File: config.mk
export PLATFORM = sky130hd
export DESIGN_NAME = ring_rr_arbiter
export DESIGN_NICKNAME = d
export VERILOG_FILES = /design/src/rtl/ring_arb_pkg.sv /design/src/rtl/rr_pick_onehot.sv /design/src/rtl/ring_rr_arbiter.sv
export SDC_FILE = /design/constraint.sdc
export NUM_CORES = 1
export LEC_CHECK = 0
export BUFFER_PORTS_ARGS = -buffer_cell sky130_fd_sc_hd__buf_2
export CORE_MARGIN = 4
export CORE_UTILIZATION = 40
export CTS_BUF_LIST = sky130_fd_sc_hd__clkbuf_4 sky130_fd_sc_hd__clkbuf_8 sky130_fd_sc_hd__clkbuf_16
export DETAILED_ROUTE_END_ITERATION = 10
export MAX_ROUTING_LAYER = met4
export PLACE_DENSITY = 0.71
export REMOVE_ABC_BUFFERS = 1
export SYNTH_ARGS = -nofsm -noshare
export SYNTH_HDL_FRONTEND = slang
export SYNTH_HIERARCHICAL = 1
export SYNTH_SLANG_ARGS = --single-unit
File: constraint.sdc
create_clock -name clk -period 2.75 [get_ports clk]
set_input_delay 0.6875 -clock clk [delete_from_list [all_inputs] [get_ports clk]]
set_output_delay 0.6875 -clock clk [all_outputs]
set_load 0.02 [all_outputs]
File: src/rtl/ring_arb_pkg.sv
// Shared types and one-hot ring helpers for round-robin arbitration.
// Helpers work on a MAXN-wide vector; callers cast to their own width.
package ring_arb_pkg;

   typedef enum logic {
      IDLE  = 1'b0,
      GRANT = 1'b1
   } state_t;

   localparam int MAXN = 64;

   // One step around an n-entry ring; bit n-1 wraps back to bit 0.
   function automatic logic [MAXN-1:0] rotate_left1(input logic [MAXN-1:0] v, input int n);
      logic [MAXN-1:0] ring_mask;
      ring_mask = (n >= MAXN) ? '1 : ((MAXN'(1) << n) - MAXN'(1));
      return ((v << 1) | (v >> (n - 1))) & ring_mask;
   endfunction

   function automatic int unsigned onehot_to_bin(input logic [MAXN-1:0] v);
      int unsigned b;
      logic [MAXN-1:0] s;
      b = 0;
      for (int i = 0; i < MAXN; i++) begin
         s = v >> i;
         if (s[0]) b = b | i;
      end
      return b;
   endfunction

endpackage

File: src/rtl/rr_pick_onehot.sv
// Combinational round-robin pick: first set req bit at or above ptr, wrapping.
// The request vector is doubled so the wrap becomes a plain lowest-bit search.
module rr_pick_onehot #(
   parameter int N = 4
) (
   input  logic [N-1:0] req,
   input  logic [N-1:0] ptr,
   output logic [N-1:0] win,
   output logic         any
);

   localparam int W = 2 * N;

   logic [W-1:0] dbl;
   logic [W-1:0] mask;
   logic [W-1:0] masked;
   logic [W-1:0] iso;

   assign dbl    = {req, req};
   // Lower copy keeps bits at/above ptr; upper copy supplies the wrapped tail.
   assign mask   = ~({{N{1'b0}}, ptr} - W'(1));
   assign masked = dbl & mask;
   assign iso    = masked & (~masked + W'(1));
   assign win    = iso[N-1:0] | iso[W-1:N];
   assign any    = |req;

endmodule

File: src/rtl/ring_rr_arbiter.sv
// Round-robin arbiter with a one-hot ring priority pointer, held grants and
// an optional hold timeout that forces rotation.
module ring_rr_arbiter
   import ring_arb_pkg::*;
#(
   parameter int N        = 4,
   parameter int MAX_HOLD = 15
) (
   input  logic                                   clk,
   input  logic                                   rst,
   input  logic [N-1:0]                           req,
   output logic [N-1:0]                           gnt,
   output logic                                   gnt_valid,
   output logic [((N > 1) ? $clog2(N) : 1)-1:0]   gnt_id,
   output logic [N-1:0]                           ptr,
   output logic                                   timeout
);

   localparam int CW = (MAX_HOLD > 0) ? $clog2(MAX_HOLD + 1) : 1;
   localparam int IW = (N > 1) ? $clog2(N) : 1;
   localparam logic [CW-1:0] HOLD_LAST = (MAX_HOLD > 0) ? CW'(MAX_HOLD - 1) : '0;

   state_t        state;
   logic [CW-1:0] hold_cnt;
   logic [N-1:0]  nxt_ptr;
   logic [N-1:0]  pick_ptr;
   logic [N-1:0]  win;
   logic          any;
   logic          holding;
   logic          at_limit;

   assign holding  = |(req & gnt);
   assign at_limit = (MAX_HOLD > 0) && (hold_cnt == HOLD_LAST);
   assign nxt_ptr  = N'(rotate_left1(MAXN'(gnt), N));
   // On a handoff the search starts just past the current holder.
   assign pick_ptr = (state == GRANT) ? nxt_ptr : ptr;

   rr_pick_onehot #(.N(N)) u_pick (
      .req (req),
      .ptr (pick_ptr),
      .win (win),
      .any (any)
   );

   always_ff @(posedge clk) begin
      if (rst) begin
         state    <= IDLE;
         gnt      <= '0;
         gnt_id   <= '0;
         ptr      <= N'(1);
         timeout  <= 1'b0;
         hold_cnt <= '0;
      end else begin
         timeout <= 1'b0;
         case (state)
            IDLE: begin
               if (any) begin
                  gnt      <= win;
                  gnt_id   <= IW'(onehot_to_bin(MAXN'(win)));
                  hold_cnt <= '0;
                  state    <= GRANT;
               end
            end
            GRANT: begin
               if (holding && !at_limit) begin
                  if (hold_cnt != '1) hold_cnt <= hold_cnt + CW'(1);
               end else begin
                  // Release or forced rotation; a timed-out holder may win again.
                  ptr      <= nxt_ptr;
                  gnt      <= win;
                  gnt_id   <= IW'(onehot_to_bin(MAXN'(win)));
                  hold_cnt <= '0;
                  timeout  <= holding;
                  state    <= any ? GRANT : IDLE;
               end
            end
            default: state <= IDLE;
         endcase
      end
   end

   assign gnt_valid = |gnt;

endmodule
==> flow_summary.toml <==
[status]
outcome = "completed"

[setup_path]
reg2reg_from = "state$_SDFF_PP0_"
reg2regPathDepth = 8
crit_type = "reg -> reg"
required_ns = 2.96
regToRegSetupSlack_ns = 0.39
timing.rr.end = "gnt_id[0]$_SDFFE_PP0P_"
cp-end-kind = "flop"
cp-start-kind = "flop"
crit_arrival_ns = 2.57
cp_max_fo = 10

[sta]
worst_slack_ns = 0.3895
tightest_slew_ns = 0.5278
maxSlewViolCount = 0
setup_viol = 0
clock-skew-final_ns = 0.006036
post-route-period-util = 0.8584
fin_crit_ns = 2.360
relSlewSlack = 0.6474
fmax_ghz = 0.4236
hold_violations = 0
final.setup.tns_ns = 0
rsz0062_at_grt = "false"

[power]
power.leakage_nw = 0.5121
ir_drop_mv = 0.2749
p_seq_frac = 0.403
clkPwrFrac = 0.234
switchingPower_mw = 0.2528
power.share.switching = 0.3652
combinationalPowerShare = 0.363
p_int_mw = 0.4394
powerDensity_mw_per_mm2 = 607.3
p_total_mw = 0.6922

[routing]
drtAntennaViolNets = 0
drtIter0Drc = 42
routed_wl_um = 2241
drc = 0
viasPerCell = 5.936
wl_per_cell_um = 14.37
num_vias = 926
drt_pass1_iterations = 4

[floorplan]
die_width_um = 58.18
die_y_um = 58.18
die_area_mm2 = 0.003385
core.rowCount = 17
ios = 18
start_util = 0.4385
core-area_mm2 = 0.002297

[clocking]
cts_setup_buffers = 0
clock_sink_count = 16
cts_tree = "yes"
ctsRootBufferMaster = "clkbuf_4"
postCtsHoldBufs = 0
cts_made_buffers = 3
clkTransAtPathRegs_ns = 0.10
cts-htree-levels = 1
clockBufferDepth = 2
cts_resized = 0
insertion_delay_ns = 0.29

[min_path]
hp-class = "reg -> reg"
hold_depth = 2
min_to = "ptr[3]$_SDFFE_PP0P_"
min-delay-start = "ptr[3]$_SDFFE_PP0P_"

[synth]
synth-xor-area-share = 0.02609
synth_compound_area_frac = 0.2832
netlist_top_cells_area = "dfxtp_1, mux2_2, a21oi_1"
yosysTopAreaCellShare = 0.3180
synth-simple-area-share = 0.1901
synth_fa_ha_area_frac = 0.03727
seq_area_frac_synth = 0.3180
syn-cell-area_mm2 = 0.001007
syn_area_per_cell_um2 = 9.074
ys_ff_latch = 16
synth_edf_count = 0
yosys.area.top_type = "dfxtp_1"
async_flop_share = 0
ys.flop_type = "dfxtp_1"
yosys_warnings = 6
synthMuxAreaShare = 0.09565
synth_top_family_by_area = "compound AO/OA/AOI/OAI gates"
synth.distinct_cells = 41
syn_inst = 111

[grt]
met1_usage = 0.1968
grt_pass1_wl_um = 3808
use_met3 = 0.02227
gr-usage-met2 = 0.2161
grt_overflow_total = 0
antenna_found_initial = 0
grt_start_max_net_pins = 12
grt_pass1_vias = 859
grt_usage = 0.1473
top_usage_layer = "met2"

[run]
drv_cap = 0

[finish]
fillers = 223
final_nets = 138
multi_input_area_um2 = 636.9
syn_to_final_growth_pct = 13.17
drive_above_1_share = 0.3047
ff_latch_area_um2 = 320.3
antenna_cells = 0

[place]
pre_cts_ws_ns = 0.4914
gp_congestion = 0.8588
io_buffer_count = 17
place_hpwl_um = 1720
layer usage:
layer | routed length [um] | share of wire
met5 | 0 | 0
met4 | 23 | 0.010
met3 | 139 | 0.062
met2 | 993 | 0.44
met1 | 1084 | 0.48
critical path, stage by stage, from the launching register on:
cell and delay [ns]:
dfxtp_1 0.56, mux2_2 0.43, inv_1 0.07, ha_1 0.17
xnor2_1 0.14, a211o_1 0.33, o31ai_2 0.24, nor2_1 0.09
a211oi_1 0.24
cells in the mapped netlist (2+ instances only):
cell,count
a211oi_1,2
a21oi_1,10
nand2_1,8
mux2_2,5
o211a_1,3
nor3_1,3
nor3b_1,2
nor2_1,7
ha_1,3
a31o_2,3
a22o_1,3
o21ai_0,2
dfxtp_1,16
mux2i_1,4
xnor2_1,3
nand3_1,5
inv_1,6
buf_4,2
nand2b_1,2
logic make-up (layout without fill, tap and decap cells):
logic type | count (synthesis) | count (layout)
AND/OR/NAND/NOR | 35 | 35
AO/OA/AOI/OAI | 34 | 34
flip-flops | 16 | 16
buffers and inverters | 11 | 28
multiplexers | 9 | 9
adder cells (fa/ha/maj) | 3 | 3
XOR/XNOR | 3 | 3
final cells by class:
| class | instances | share of cell area |
|---|---|---|
| multi-input combinational | 84 | 0.5587 |
| sequential | 16 | 0.2810 |
| timing repair buffer | 17 | 0.07464 |
| clock buffer | 4 | 0.03183 |
| tap | 28 | 0.03074 |
| inverter | 7 | 0.02305 |
worst max-delay path by stage:
stage                          start                      to  slack [ns]  depth (start not counted)
floorplan           state$_SDFF_PP0_  gnt_id[0]$_SDFFE_PP0P_        0.68                          8
global placement    state$_SDFF_PP0_  gnt_id[0]$_SDFFE_PP0P_        0.48                          8
detailed placement  state$_SDFF_PP0_  gnt_id[0]$_SDFFE_PP0P_        0.49                          8
CTS                 state$_SDFF_PP0_  gnt_id[0]$_SDFFE_PP0P_        0.44                          8
global route        state$_SDFF_PP0_  gnt_id[0]$_SDFFE_PP0P_        0.27                          8
finish              state$_SDFF_PP0_  gnt_id[0]$_SDFFE_PP0P_        0.39                          8
registers in the layout, indices dropped and copies added, names as in the netlist:
name,count
gnt,4
hold_cnt,4
state,1
gnt_id,2
ptr,4
timeout,1
per-stage QoR:
step,hold slack (ns),instance area (um2),instances,utilization
after floorplan,0.4946,983.4,107,-
after global placement,0.4569,1104,152,0.4804
after detailed placement,0.4724,1104,152,0.4804
after CTS,0.4871,1140,156,0.4962
after global routing,0.5252,1140,156,0.4962
final,0.4842,1140,156,0.4962
power by group through the flow:
stage | clock, mW | combinational [mW] | sequential, mW
5_1_grt | 0.173 | 0.273 | 0.283
4_1_cts | 0.164 | 0.249 | 0.278
2_1_floorplan | 0 | 0.161 | 0.304
3_5_place_dp | 0 | 0.248 | 0.284
3_3_place_gp | 0 | 0.246 | 0.283
6_report | 0.162 | 0.252 | 0.279
layout by cell type (no fill, tap or decap), types with 4 or more instances in the layout:
| cell type | instances |
|---|---|
| nand2_1 | 8 |
| buf_2 | 17 |
| mux2i_1 | 4 |
| inv_1 | 6 |
| nor2_1 | 7 |
| nand3_1 | 5 |
| a21oi_1 | 10 |
| dfxtp_1 | 16 |
| mux2_2 | 5 |
Power figures use the tool's default switching activity.
